===== config.mk =====
export PLATFORM = sky130hd
export DESIGN_NAME = throw_hit_detect
export DESIGN_NICKNAME = d
export VERILOG_FILES = /design/src/rtl/throw_pkg.sv /design/src/rtl/throw_box_cmp.sv /design/src/rtl/throw_hit_detect.sv
export SDC_FILE = /design/constraint.sdc
export NUM_CORES = 1
export LEC_CHECK = 0
export ABC_AREA = 0
export CORE_MARGIN = 2
export CORE_UTILIZATION = 49
export DETAILED_ROUTE_END_ITERATION = 10
export PLACE_DENSITY_LB_ADDON = 0.2
export RECOVER_POWER = 50
export SLEW_MARGIN = 20
export SYNTH_ARGS = -nofsm -noshare
export SYNTH_HDL_FRONTEND = slang
export SYNTH_SLANG_ARGS = --single-unit

===== constraint.sdc =====
create_clock -name clk -period 3.1 [get_ports clk]
set_clock_uncertainty 0.2 [all_clocks]
set_input_delay 0.775 -clock clk [delete_from_list [all_inputs] [get_ports clk]]
set_output_delay 0.775 -clock clk [all_outputs]
set_load 0.05 [all_outputs]

===== src/rtl/throw_pkg.sv =====
// Shared types for the throw hit detector: result codes, FSM states and coordinate width.
package throw_pkg;

    localparam int COORD_W = 12;

    typedef enum logic [2:0] {
        RES_NONE    = 3'd0,
        RES_HIT     = 3'd1,
        RES_LAND    = 3'd2,
        RES_OOB     = 3'd3,
        RES_TIMEOUT = 3'd4
    } result_t;

    typedef enum logic [1:0] {
        IDLE,
        ARMED,
        TRACK,
        RESULT
    } hit_state_t;

endpackage


===== src/rtl/throw_box_cmp.sv =====
// Combinational point-in-box test; upper bounds carry one extra bit so a target
// near the top of the coordinate range cannot wrap its box edge back to zero.
module throw_box_cmp
    import throw_pkg::*;
#(
    parameter int TGT_W = 16,
    parameter int TGT_H = 32
) (
    input  logic [COORD_W-1:0] x,
    input  logic [COORD_W-1:0] y,
    input  logic [COORD_W-1:0] tx,
    input  logic [COORD_W-1:0] ty,
    output logic               in_box
);

    localparam logic [COORD_W:0] W_EXT = TGT_W[COORD_W:0];
    localparam logic [COORD_W:0] H_EXT = TGT_H[COORD_W:0];

    logic [COORD_W:0] x_hi;
    logic [COORD_W:0] y_hi;

    assign x_hi = {1'b0, tx} + W_EXT;
    assign y_hi = {1'b0, ty} + H_EXT;

    assign in_box = (x >= tx) && ({1'b0, x} < x_hi) &&
                    (y >= ty) && ({1'b0, y} < y_hi);

endmodule


===== src/rtl/throw_hit_detect.sv =====
// Follows one throw on the trajectory stream and classifies it as hit, landing,
// out of bounds or timeout; the result is held until the consumer acks it.
module throw_hit_detect
    import throw_pkg::*;
#(
    parameter int TGT_W   = 16,
    parameter int TGT_H   = 32,
    parameter int X_LIMIT = 4000,
    parameter int TIMEOUT = 1024
) (
    input  logic               clk,
    input  logic               rst,
    input  logic               throw_start,
    input  logic [COORD_W-1:0] x_pos,
    input  logic [COORD_W-1:0] y_pos,
    input  logic [COORD_W-1:0] target_x,
    input  logic [COORD_W-1:0] target_y,
    output logic               result_valid,
    output logic [2:0]         result_code,
    input  logic               result_ack,
    output logic [COORD_W-1:0] land_x,
    output logic [7:0]         hit_count,
    output logic               busy
);

    localparam int               TO_W    = $clog2(TIMEOUT + 1);
    localparam logic [TO_W-1:0]  TO_LAST = TO_W'(TIMEOUT - 1);
    localparam logic [COORD_W:0] X_LIM   = X_LIMIT[COORD_W:0];

    hit_state_t         state;
    logic [COORD_W-1:0] tgt_x;
    logic [COORD_W-1:0] tgt_y;
    logic [COORD_W-1:0] samp_x;
    logic [COORD_W-1:0] samp_y;
    logic               airborne;
    logic [TO_W-1:0]    to_cnt;

    logic    new_sample;
    logic    in_box;
    logic    at_limit;
    logic    tracking;
    logic    decided;
    result_t dec_code;

    // The incoming pair is judged against the last registered pair, so a deciding
    // sample shows up as result_valid one edge after it is presented.
    assign new_sample = {x_pos, y_pos} != {samp_x, samp_y};
    assign at_limit   = {1'b0, x_pos} >= X_LIM;
    assign tracking   = (state == ARMED) || (state == TRACK);

    throw_box_cmp #(
        .TGT_W (TGT_W),
        .TGT_H (TGT_H)
    ) u_box (
        .x      (x_pos),
        .y      (y_pos),
        .tx     (tgt_x),
        .ty     (tgt_y),
        .in_box (in_box)
    );

    always_comb begin
        decided  = 1'b0;
        dec_code = RES_NONE;
        if (tracking) begin
            if (new_sample) begin
                // y == 0 before the projectile has left the ground is the launch point.
                if (in_box) begin
                    decided  = 1'b1;
                    dec_code = RES_HIT;
                end else if (airborne && (y_pos == '0)) begin
                    decided  = 1'b1;
                    dec_code = RES_LAND;
                end else if (at_limit) begin
                    decided  = 1'b1;
                    dec_code = RES_OOB;
                end
            end else if (to_cnt == TO_LAST) begin
                decided  = 1'b1;
                dec_code = RES_TIMEOUT;
            end
        end
    end

    always_ff @(posedge clk) begin
        if (rst) begin
            state        <= IDLE;
            tgt_x        <= '0;
            tgt_y        <= '0;
            samp_x       <= '0;
            samp_y       <= '0;
            airborne     <= 1'b0;
            to_cnt       <= '0;
            result_valid <= 1'b0;
            result_code  <= RES_NONE;
            land_x       <= '0;
            hit_count    <= '0;
            busy         <= 1'b0;
        end else begin
            samp_x <= x_pos;
            samp_y <= y_pos;
            case (state)
                IDLE: begin
                    if (throw_start) begin
                        state    <= ARMED;
                        tgt_x    <= target_x;
                        tgt_y    <= target_y;
                        airborne <= 1'b0;
                        to_cnt   <= '0;
                        busy     <= 1'b1;
                    end
                end
                ARMED, TRACK: begin
                    if (decided) begin
                        state        <= RESULT;
                        result_valid <= 1'b1;
                        result_code  <= dec_code;
                        land_x       <= x_pos;
                        busy         <= 1'b0;
                        if ((dec_code == RES_HIT) && (hit_count != 8'hFF))
                            hit_count <= hit_count + 8'd1;
                    end else if (new_sample) begin
                        state  <= TRACK;
                        to_cnt <= '0;
                        if (y_pos != '0)
                            airborne <= 1'b1;
                    end else begin
                        to_cnt <= to_cnt + 1'b1;
                    end
                end
                RESULT: begin
                    if (result_ack) begin
                        state        <= IDLE;
                        result_valid <= 1'b0;
                        result_code  <= RES_NONE;
                    end
                end
                default: state <= IDLE;
            endcase
        end
    end

endmodule


==> metrics, run 1 <==
GRT Util Overall=27.92%; top-area cell type share of the netlist area=33.98%; commonest cells after routing, fill and taps aside=buf_4, dfxtp_1, nand2_1, a21oi_1, clkdlybuf4s50_1; Nets=885; TritonCTS Sinks=87; worst slew pin tran=0.5879 ns; Avg Synthesized Cell Area=8.347 um^2; Post-DP Area=6706 um^2; Hold Path Class=reg2reg; worst skew pair latency=0.38 ns; Port Buffer Count=76; I/O pins=77; Die Ht=106.3 um; met2 usage=46.38%; Design Area, Final=7532 um^2; EDFF count, synth=0; YS warnings=0; Unique masters post-synth=61; Final Hold Viols=0; die area=11,290 um^2; Final Max Slew Viols=0; diodes inserted=0; synth top area cells=dfxtp_1, ha_1, a21oi_1; Internal Power=2.657 mW; status=complete, but fails checks; CORE AREA=10,230 um^2; area leader, netlist=dfxtp_1; largest net degree at the start of global routing=61; crit share post-route=107.2%; Data arrival, critical path=3.44 ns; Syn Nets=712; Sw Ratio=38.76%; global-route track usage on met1=37.66%; Achievable Freq=300.8 MHz; final hold slack=0.2557 ns; crit path max fanout=5; Total Neg Setup Slack=-3.634 ns; failing checks=negative setup slack; commonest non-fill, non-tap cell in the layout=buf_4; busiest grt layer=met2; Peak supply drop=0.0003745 V; initial antenna violation count=0; Final Power=4.338 mW; P per Cell Area=576.0 nW/um^2; Site Rows=37; Die W=106.3 um; kind of critical path=reg2reg; post-synthesis sequential area ratio=33.98%; Routed WL=15,600 um; number of remaining DRC errors=0; HPWL after detailed placement=11,200 um; P_sw=1.681 mW; Antenna Violating Nets Remaining=0; CTS tree=built; Final Non-Filler Cells=928; Top FF cell, synth=dfxtp_1; routability cong.=0.9038; violation count after the first detailed-route iteration=275; vias in the first global route=5,199; # Max-Cap Violations=0; FF+latch count, synth=87; leakage power total=2.825 nW; Clock Power Share=23.3%; met3 Use GR=3.188%; Post-CTS Hold Buffers=0; Slew headroom=60.81%; vias post-DR=5,284; CTS buffer count=9; Async SR Flop Fraction=0%; clk root buf=clkbuf_8; sequential share of power=30.3%; Mapped Cells=614; clk buf depth=2; Setup Viol. Count Final=33; Req. time, crit path=3.22 ns; Post-Place Cells=891; CTS clk-pin slew, worst paths=0.10 ns; Worst Setup End Kind=flop; Area Growth Syn to Fin=46.97%; gr ovfl total=0; first-pass GRT wire length=25,210 um; Via density=5.694; routed len/inst=16.81 um; Tmin final=3.324 ns; DR pass1 iterations=6; cell area after synthesis=5125 um^2; Fill cells=783; combinational share of power=46.3%; CP startpoint kind=flop; initial core utilization=50.09%; share of cells above drive strength 1=27.15%; RSZ-0062 raised after global routing=true; htree depth=3; post-route setup slack=-0.2242 ns
[final timing paths]
check | cells after the start | end | slack [ns] | start
setup / recovery | 11 | hit_count[7]$_SDFFE_PP0P_ | -0.22 | tgt_y[6]$_SDFFE_PP0P_
hold / removal | 2 | result_code[2]$_SDFFE_PP0P_ | 0.26 | result_code[2]$_SDFFE_PP0P_
setup reg to reg | 11 | hit_count[7]$_SDFFE_PP0P_ | -0.22 | tgt_y[6]$_SDFFE_PP0P_
hold reg to reg | 2 | result_code[2]$_SDFFE_PP0P_ | 0.26 | result_code[2]$_SDFFE_PP0P_
[worst max-delay path, stage by stage, from the launching register on]
cell	delay [ns]
dfxtp_4	0.39
nand3_4	0.10
nor3_4	0.17
xnor2_2	0.10
ha_1	0.31
a21o_1	0.16
a21oi_1	0.13
o22ai_1	0.11
a211o_1	0.34
or4b_4	0.60
or4_4	0.51
a21oi_2	0.14
[Yosys cell counts (all sizes together), types with 7 or more instances]
master / n
o31ai: 12
nor2b: 25
o21ai: 27
ha: 46
clkbuf: 13
a21o: 11
nand2: 72
a21oi: 61
dfxtp: 87
nand4: 14
nand3: 39
inv: 41
nor2: 16
buf: 12
a211oi: 13
a311oi: 7
xnor2: 33
[cell type report]
class | count | area, um^2 | share of cell area (%)
multi-input combinational | 462 | 3522 | 46.76
clock buffer | 9 | 123.9 | 1.645
tap | 136 | 170.2 | 2.259
sequential | 87 | 1762 | 23.39
inverter | 41 | 153.9 | 2.043
clock inverter | 7 | 126.4 | 1.678
timing repair buffer | 186 | 1674 | 22.23
[cell families after synthesis]
| group | after synthesis | share of synthesized area, % |
|---|---|---|
| simple gates | 209 | 21.78 |
| xor+xnor | 36 | 6.152 |
| flops | 87 | 33.98 |
| mux | 2 | 0.3906 |
| buf+inv | 67 | 5.518 |
| compound gates | 167 | 20.95 |
| fa+ha+maj | 46 | 11.23 |
[per-layer routing]
layer	part of all wire [%]	vias to the layer above	routed length, um
li1	-	2579	-
met1	45	2511	7026
met2	48	166	7460
met3	4.7	28	732
met4	2.4	0	381
met5	0	-	0
[power groups by stage]
stage	sequential (mW)	clock, mW	combinational (mW)
6_report	1.32	1.01	2.01
5_1_grt	1.33	1.06	2.18
4_1_cts	1.31	1.01	1.89
3_5_place_dp	1.33	0	1.68
3_3_place_gp	1.33	0	1.64
2_1_floorplan	1.41	0	0.892
[metrics by stage]
stage | utilization, % | setup WS (ns)
after detailed placement | 65.55 | -0.8312
after CTS | 71.57 | -0.1806
final | 73.62 | -0.2242
after floorplan | - | -0.02291
after global placement | 65.55 | -0.7294
after global routing | 73.62 | -0.3100
[flip-flops by register name, indices dropped and copies added (netlist names), 2 cells and up]
| register | cells |
|---|---|
| result_code | 3 |
| hit_count | 8 |
| state | 2 |
| tgt_x | 12 |
| land_x | 12 |
| samp_y | 12 |
| to_cnt | 11 |
| samp_x | 12 |
| tgt_y | 12 |
[timing repair]
item / 4_1_cts / 5_1_grt
resized for setup: 70 / 42
cloned: 3 / 0
pin swaps: 42 / 24
setup endpoints to repair: 38 / 37
buffers inserted: 12 / 8
No activity file was read; power rests on OpenSTA's default activity.
==> run 2, diff against run 1 <==
--- a/config.mk
+++ b/config.mk
@@ -6,8 +6,9 @@
 export NUM_CORES = 1
 export LEC_CHECK = 0
 export ABC_AREA = 0
+export CAP_MARGIN = 10
 export CORE_MARGIN = 2
-export CORE_UTILIZATION = 49
+export CORE_UTILIZATION = 55
 export DETAILED_ROUTE_END_ITERATION = 10
 export PLACE_DENSITY_LB_ADDON = 0.2
 export RECOVER_POWER = 50
==> constraint.sdc (replaced) <==
create_clock -name clk -period 3.4 [get_ports clk]
set_clock_uncertainty 0.2 [all_clocks]
set_input_delay 0.85 -clock clk [delete_from_list [all_inputs] [get_ports clk]]
set_output_delay 0.85 -clock clk [all_outputs]
set_load 0.05 [all_outputs]
==> metrics, run 2 (same netlist as run 1, synthesis figures left out) <==
Crit Reg-Reg Startpoint=tgt_x[8]$_SDFFE_PP0P_; Post-CTS Hold Buffers=0 (unchanged); worst slew pin tran=0.8591 ns (+0.2712 ns); CTS buffer count=9 (unchanged); share of cells above drive strength 1=21.38% (-5.8 points); vias in the first global route=5,146 (-1.0%); Hold Path Class=reg2reg; vias post-DR=5,378 (+1.8%); Fill cells=639 (-18%); commonest cells after routing, fill and taps aside=buf_4, dfxtp_1, nand2_1, a21oi_1, clkdlybuf4s50_1; clk buf depth=2 (unchanged); leakage power total=2.626 nW (-7.0%); first-pass GRT wire length=24,340 um (-3.4%); violation count after the first detailed-route iteration=357 (+30%); number of remaining DRC errors=0 (unchanged); initial core utilization=55.99% (+5.9 points); Hold Crit Start=result_code[2]$_SDFFE_PP0P_; CP startpoint kind=flop; Reg-to-Reg End=hit_count[7]$_SDFFE_PP0P_; reg2reg setup slack=-0.20 ns (+0.03 ns); GRT Util Overall=30.27% (+2.3 points); CORE AREA=9153 um^2 (-11%); crit path max fanout=6 (+1); Data arrival, critical path=3.68 ns (+0.24 ns); Tmin final=3.596 ns (+0.2723 ns); Final Hold Viols=0 (unchanged); gr ovfl total=0 (unchanged); Slew headroom=42.73% (-18 points); DR pass1 iterations=6 (unchanged); TritonCTS Sinks=87 (unchanged); Antenna Violating Nets Remaining=0 (unchanged); Req. time, crit path=3.49 ns (+0.27 ns); crit-path cells=and4_1 > and2_4 > nand3_4 > xnor2_2 > ha_1 > a2111oi_4 > a31oi_2 > or4b_4 > or4_1 > a21oi_1; Largest stage delay, worst path=0.61 ns (about the same); Routed WL=16,410 um (+5.2%); Port Buffer Count=76 (unchanged); Peak supply drop=0.0003280 V (-12%); Die Ht=100.5 um (-5.4%); final hold slack=0.2554 ns (-0.0003720 ns); # Max-Cap Violations=0 (unchanged); CTS tree=built; initial antenna violation count=0 (unchanged); Crit. Startpoint=tgt_x[8]$_SDFFE_PP0P_; I/O pins=77 (unchanged); Hold EP=result_code[2]$_SDFFE_PP0P_; Worst Setup End Kind=flop; P per Cell Area=516.9 nW/um^2 (-10%); Nets=861 (-2.7%); clk root buf=clkbuf_8; failing checks=negative setup slack; routability cong.=1.014 (+12%); die area=10,110 um^2 (-11%); Site Rows=35 (-5.4%); Slowest-stage cell, CP=or4b_4; largest net degree at the start of global routing=45 (-26%); post-route setup slack=-0.1965 ns (+0.02772 ns); Register-to-Register Path Depth=10 (-1); kind of critical path=reg2reg; worst skew pair latency=0.37 ns (about the same); Final Max Slew Viols=0 (unchanged); Setup Viol. Count Final=26 (-21%); routed len/inst=18.69 um (+11%); Achievable Freq=278.0 MHz (-7.6%); Die W=100.5 um (-5.4%); status=complete, but fails checks; diodes inserted=0 (unchanged); crit share post-route=105.8% (-1.5 points); RSZ-0062 raised after global routing=true; hold path depth=2 (unchanged); Via density=6.125 (+7.6%); Area Growth Syn to Fin=37.30%; commonest non-fill, non-tap cell in the layout=buf_4; htree depth=3 (unchanged); CTS clk-pin slew, worst paths=0.09 ns (about the same); pre-CTS setup slack=-0.6275 ns (+0.2037 ns); HPWL after detailed placement=10,950 um (-2.3%)
run 2: final cells by class:
type / instances / area (um^2) / share of cell area (%)
multi-input cells: 461 / 3374 / 47.96
flip-flops and latches: 87 / 1759 / 25.00
repair buffers: 163 / 1418 / 20.15
inverters: 41 / 153.9 / 2.187
well taps: 111 / 138.9 / 1.974
clock buffers: 9 / 123.9 / 1.760
clock inverters: 6 / 68.82 / 0.9780
run 2: how the worst max path moves through the flow:
stage,end,slack (ns),cells after the start
CTS,hit_count[5]$_SDFFE_PP0P_,0.0003,9
floorplan,hit_count[6]$_SDFFE_PP0P_,0.12,8
global route,hit_count[7]$_SDFFE_PP0P_,-0.26,10
finish,hit_count[7]$_SDFFE_PP0P_,-0.20,10
detailed placement,to_cnt[1]$_SDFFE_PP0P_,-0.63,9
global placement,to_cnt[4]$_SDFFE_PP0P_,-0.53,9
run 2: repair_timing:
item	in CTS	in global routing
gates resized for setup	50	39
pin swaps	19	25
setup endpoints to repair	37	35
cloned	1	0
setup buffers	5	5
run 2: power breakdown:
group | switching, mW | internal [mW] | total [mW]
Combinational | 0.989 | 0.686 | 1.68
Sequential | 0.0795 | 1.13 | 1.21
Clock | 0.413 | 0.341 | 0.754
run 2: layer usage:
metal	routed length, um	up-vias	track usage [%]
met1	6618	2542	39.53
met2	7894	275	49.87
met3	1344	52	5.062
met4	552	0	12.33
li1	-	2509	-
met5	0	-	0
run 2: worst max-delay path: cells and delay by family (launching register included):
family / cells / cell delay, ns
flip-flops: 1 / 0.37
AO/OA/AOI/OAI: 3 / 0.84
AND/OR/NAND/NOR: 5 / 1.59
XOR/XNOR: 1 / 0.13
adder cells (fa/ha/maj): 1 / 0.38
run 2: through the flow:
stage / TNS (ns) / power, mW / util (%) / cell area [um^2] / std cells
CTS: 0 / 3.463 / 74.57 / 6825 / 873
global route: -2.969 / 3.807 / 76.88 / 7037 / 878
global placement: -17.03 / 2.604 / 70.73 / 6474 / 852
detailed placement: -20.12 / 2.659 / 70.73 / 6474 / 852
finish: -1.493 / 3.637 / 76.88 / 7037 / 878
floorplan: 0 / 2.082 / - / 5125 / 614
==> run 3, diff against run 2 <==
--- a/config.mk
+++ b/config.mk
@@ -7,6 +7,7 @@
 export LEC_CHECK = 0
 export ABC_AREA = 0
 export CAP_MARGIN = 10
+export CORE_ASPECT_RATIO = 2
 export CORE_MARGIN = 2
 export CORE_UTILIZATION = 55
 export DETAILED_ROUTE_END_ITERATION = 10
==> metrics, run 3 (same netlist as run 1, synthesis figures left out) <==
clk root buf=clkbuf_16; area of the multi-input gates=3397 um^2 (+0.67%); Req. time, crit path=3.47 ns (-0.02 ns); Site Rows=49 (+40%); commonest non-fill, non-tap cell in the layout=dfxtp_1; sequential standard cell area=1754 um^2 (-0.28%); Peak supply drop=0.0004104 V (+25%); Data arrival, critical path=3.58 ns (-0.10 ns); post-route setup slack=-0.1025 ns (+0.09401 ns); Routed WL=17,610 um (+7.3%); TritonCTS Sinks=87 (unchanged); RSZ-0062 raised after global routing=true; Port Buffer Count=76 (unchanged); leakage power total=2.680 nW (+2.1%); number of remaining DRC errors=0 (unchanged); Final Power=3.955 mW (+8.7%); combinational share of power=43.6% (-2.5 points); initial antenna violation count=0 (unchanged); vias in the first global route=5,462 (+6.1%); Fill cells=602 (-5.8%); Slew headroom=31.15% (-12 points); Area Growth Syn to Fin=39.31%; Final Non-Filler Cells=868 (-1.1%); htree depth=3 (unchanged); crit path max fanout=6 (unchanged); die area=10,150 um^2 (+0.46%); status=complete, but fails checks; CTS buffer count=9 (unchanged); kind of critical path=in2reg; share of cells above drive strength 1=20.63% (-0.76 points); first-pass GRT wire length=25,820 um (+6.1%); CORE AREA=9012 um^2 (-1.5%); pre-CTS setup slack=-0.6513 ns (-0.02376 ns); worst skew pair latency=0.35 ns (-0.02 ns); Final Max Slew Viols=0 (unchanged); Hold Path Class=reg2reg; Total Neg Setup Slack=-0.2495 ns (+1.243 ns); Sw Ratio=39.66% (-1.1 points); clk buf depth=2 (unchanged); sequential share of power=30.4% (-2.8 points); CTS tree=built; gr ovfl total=0 (unchanged); GRT Util Overall=32.92% (+2.7 points); crit share post-route=103.0% (-2.8 points); DR pass1 iterations=5 (-1); Worst Setup End Kind=flop; Clock Power Share=26.0% (+5.3 points); P_sw=1.569 mW (+5.8%); Setup Viol. Count Final=5 (-81%); Internal Power=2.387 mW (+11%); worst slew pin tran=1.004 ns (+0.1450 ns); # Max-Cap Violations=0 (unchanged); Post-Place Cells=844 (-0.94%); routability cong.=0.9625 (-5.1%); initial core utilization=56.87% (+0.87 points); Die Ht=140.5 um (+40%); CP startpoint kind=input pin; Antenna Violating Nets Remaining=0 (unchanged); violation count after the first detailed-route iteration=383 (+7.3%); routed len/inst=20.29 um (+8.6%); Die W=72.26 um (-28%); failing checks=negative setup slack; vias post-DR=5,533 (+2.9%); Via density=6.374 (+4.1%); Final Hold Viols=0 (unchanged); largest net degree at the start of global routing=59 (+31%); diodes inserted=0 (unchanged); CTS clk-pin slew, worst paths=0.07 ns (-0.02 ns); commonest cells after routing, fill and taps aside=dfxtp_1, buf_4, nand2_1, a21oi_1, clkdlybuf4s50_1; HPWL after detailed placement=11,820 um (+7.9%); Nets=859 (-0.23%); P per Cell Area=554.0 nW/um^2 (+7.2%); Achievable Freq=285.5 MHz (+2.7%); final hold slack=0.2521 ns (-0.003284 ns); Tmin final=3.502 ns (-0.09401 ns); I/O pins=77 (unchanged)
## run 3: cell types whose count changed in the layout (fill, tap and decap cells not counted), sizes merged
cell	before	now
inv	43	44
dlygate4sd2	23	21
clkdlybuf4s15	0	1
clkbuf	9	11
dlymetal6s2s	1	2
buf	88	84
## run 3: worst paths after layout
path                                from                          end  slack [ns]  cells past startpoint
max reg2reg        tgt_y[6]$_SDFFE_PP0P_    hit_count[5]$_SDFFE_PP0P_       -0.10                     11
min reg2reg  result_code[2]$_SDFFE_PP0P_  result_code[2]$_SDFFE_PP0P_        0.25                      2
max                             x_pos[4]    hit_count[5]$_SDFFE_PP0P_       -0.10                      9
min          result_code[2]$_SDFFE_PP0P_  result_code[2]$_SDFFE_PP0P_        0.25                      2
## run 3: area by class of cell
type / instances / area share [%]
multi-input cells: 461 / 47.58
flip-flops and latches: 87 / 24.57
repair buffers: 161 / 19.63
clock buffers: 9 / 3.155
inverters: 41 / 2.191
well taps: 102 / 1.788
clock inverters: 7 / 1.087
## run 3: layer usage
layer / up-vias / wire, um / track usage, %
met1: 2660 / 5752 / 30.73
met5: - / 0 / 0
li1: 2523 / - / -
met2: 242 / 9492 / 60.94
met3: 108 / 820 / 4.604
met4: 0 / 1546 / 25.42
## run 3: timing repair
| action | in CTS | in global routing |
|---|---|---|
| gates cloned | 1 | 0 |
| endpoints found under the setup margin | 34 | 37 |
| pin swaps | 24 | 20 |
| hold buffers | 0 | 0 |
| resized for setup | 48 | 39 |
| buffers inserted | 6 | 2 |
## run 3: worst max-delay path, cell delays in order
cell and delay (ns):
dlygate4sd2_1 0.32, ha_1 0.34, nand2_1 0.08, nor2_2 0.20
o2111ai_1 0.15, a211o_1 0.36, or4b_4 0.59, or4_4 0.52
a21oi_2 0.17
## run 3: through the flow
stage | utilization, % | instance area [um^2]
after global placement | 72.07 | 6495
after floorplan | - | 5125
after global routing | 79.22 | 7139
after CTS | 77.18 | 6955
after detailed placement | 72.07 | 6495
final | 79.22 | 7139
## run 3: power groups by stage
stage	Sequential (mW)	Combinational [mW]	Clock (mW)
final	1.20	1.72	1.03
after global routing	1.21	1.84	1.06
after CTS	1.19	1.56	1.02
after detailed placement	1.21	1.47	0
after global placement	1.21	1.44	0
after floorplan	1.29	0.797	0
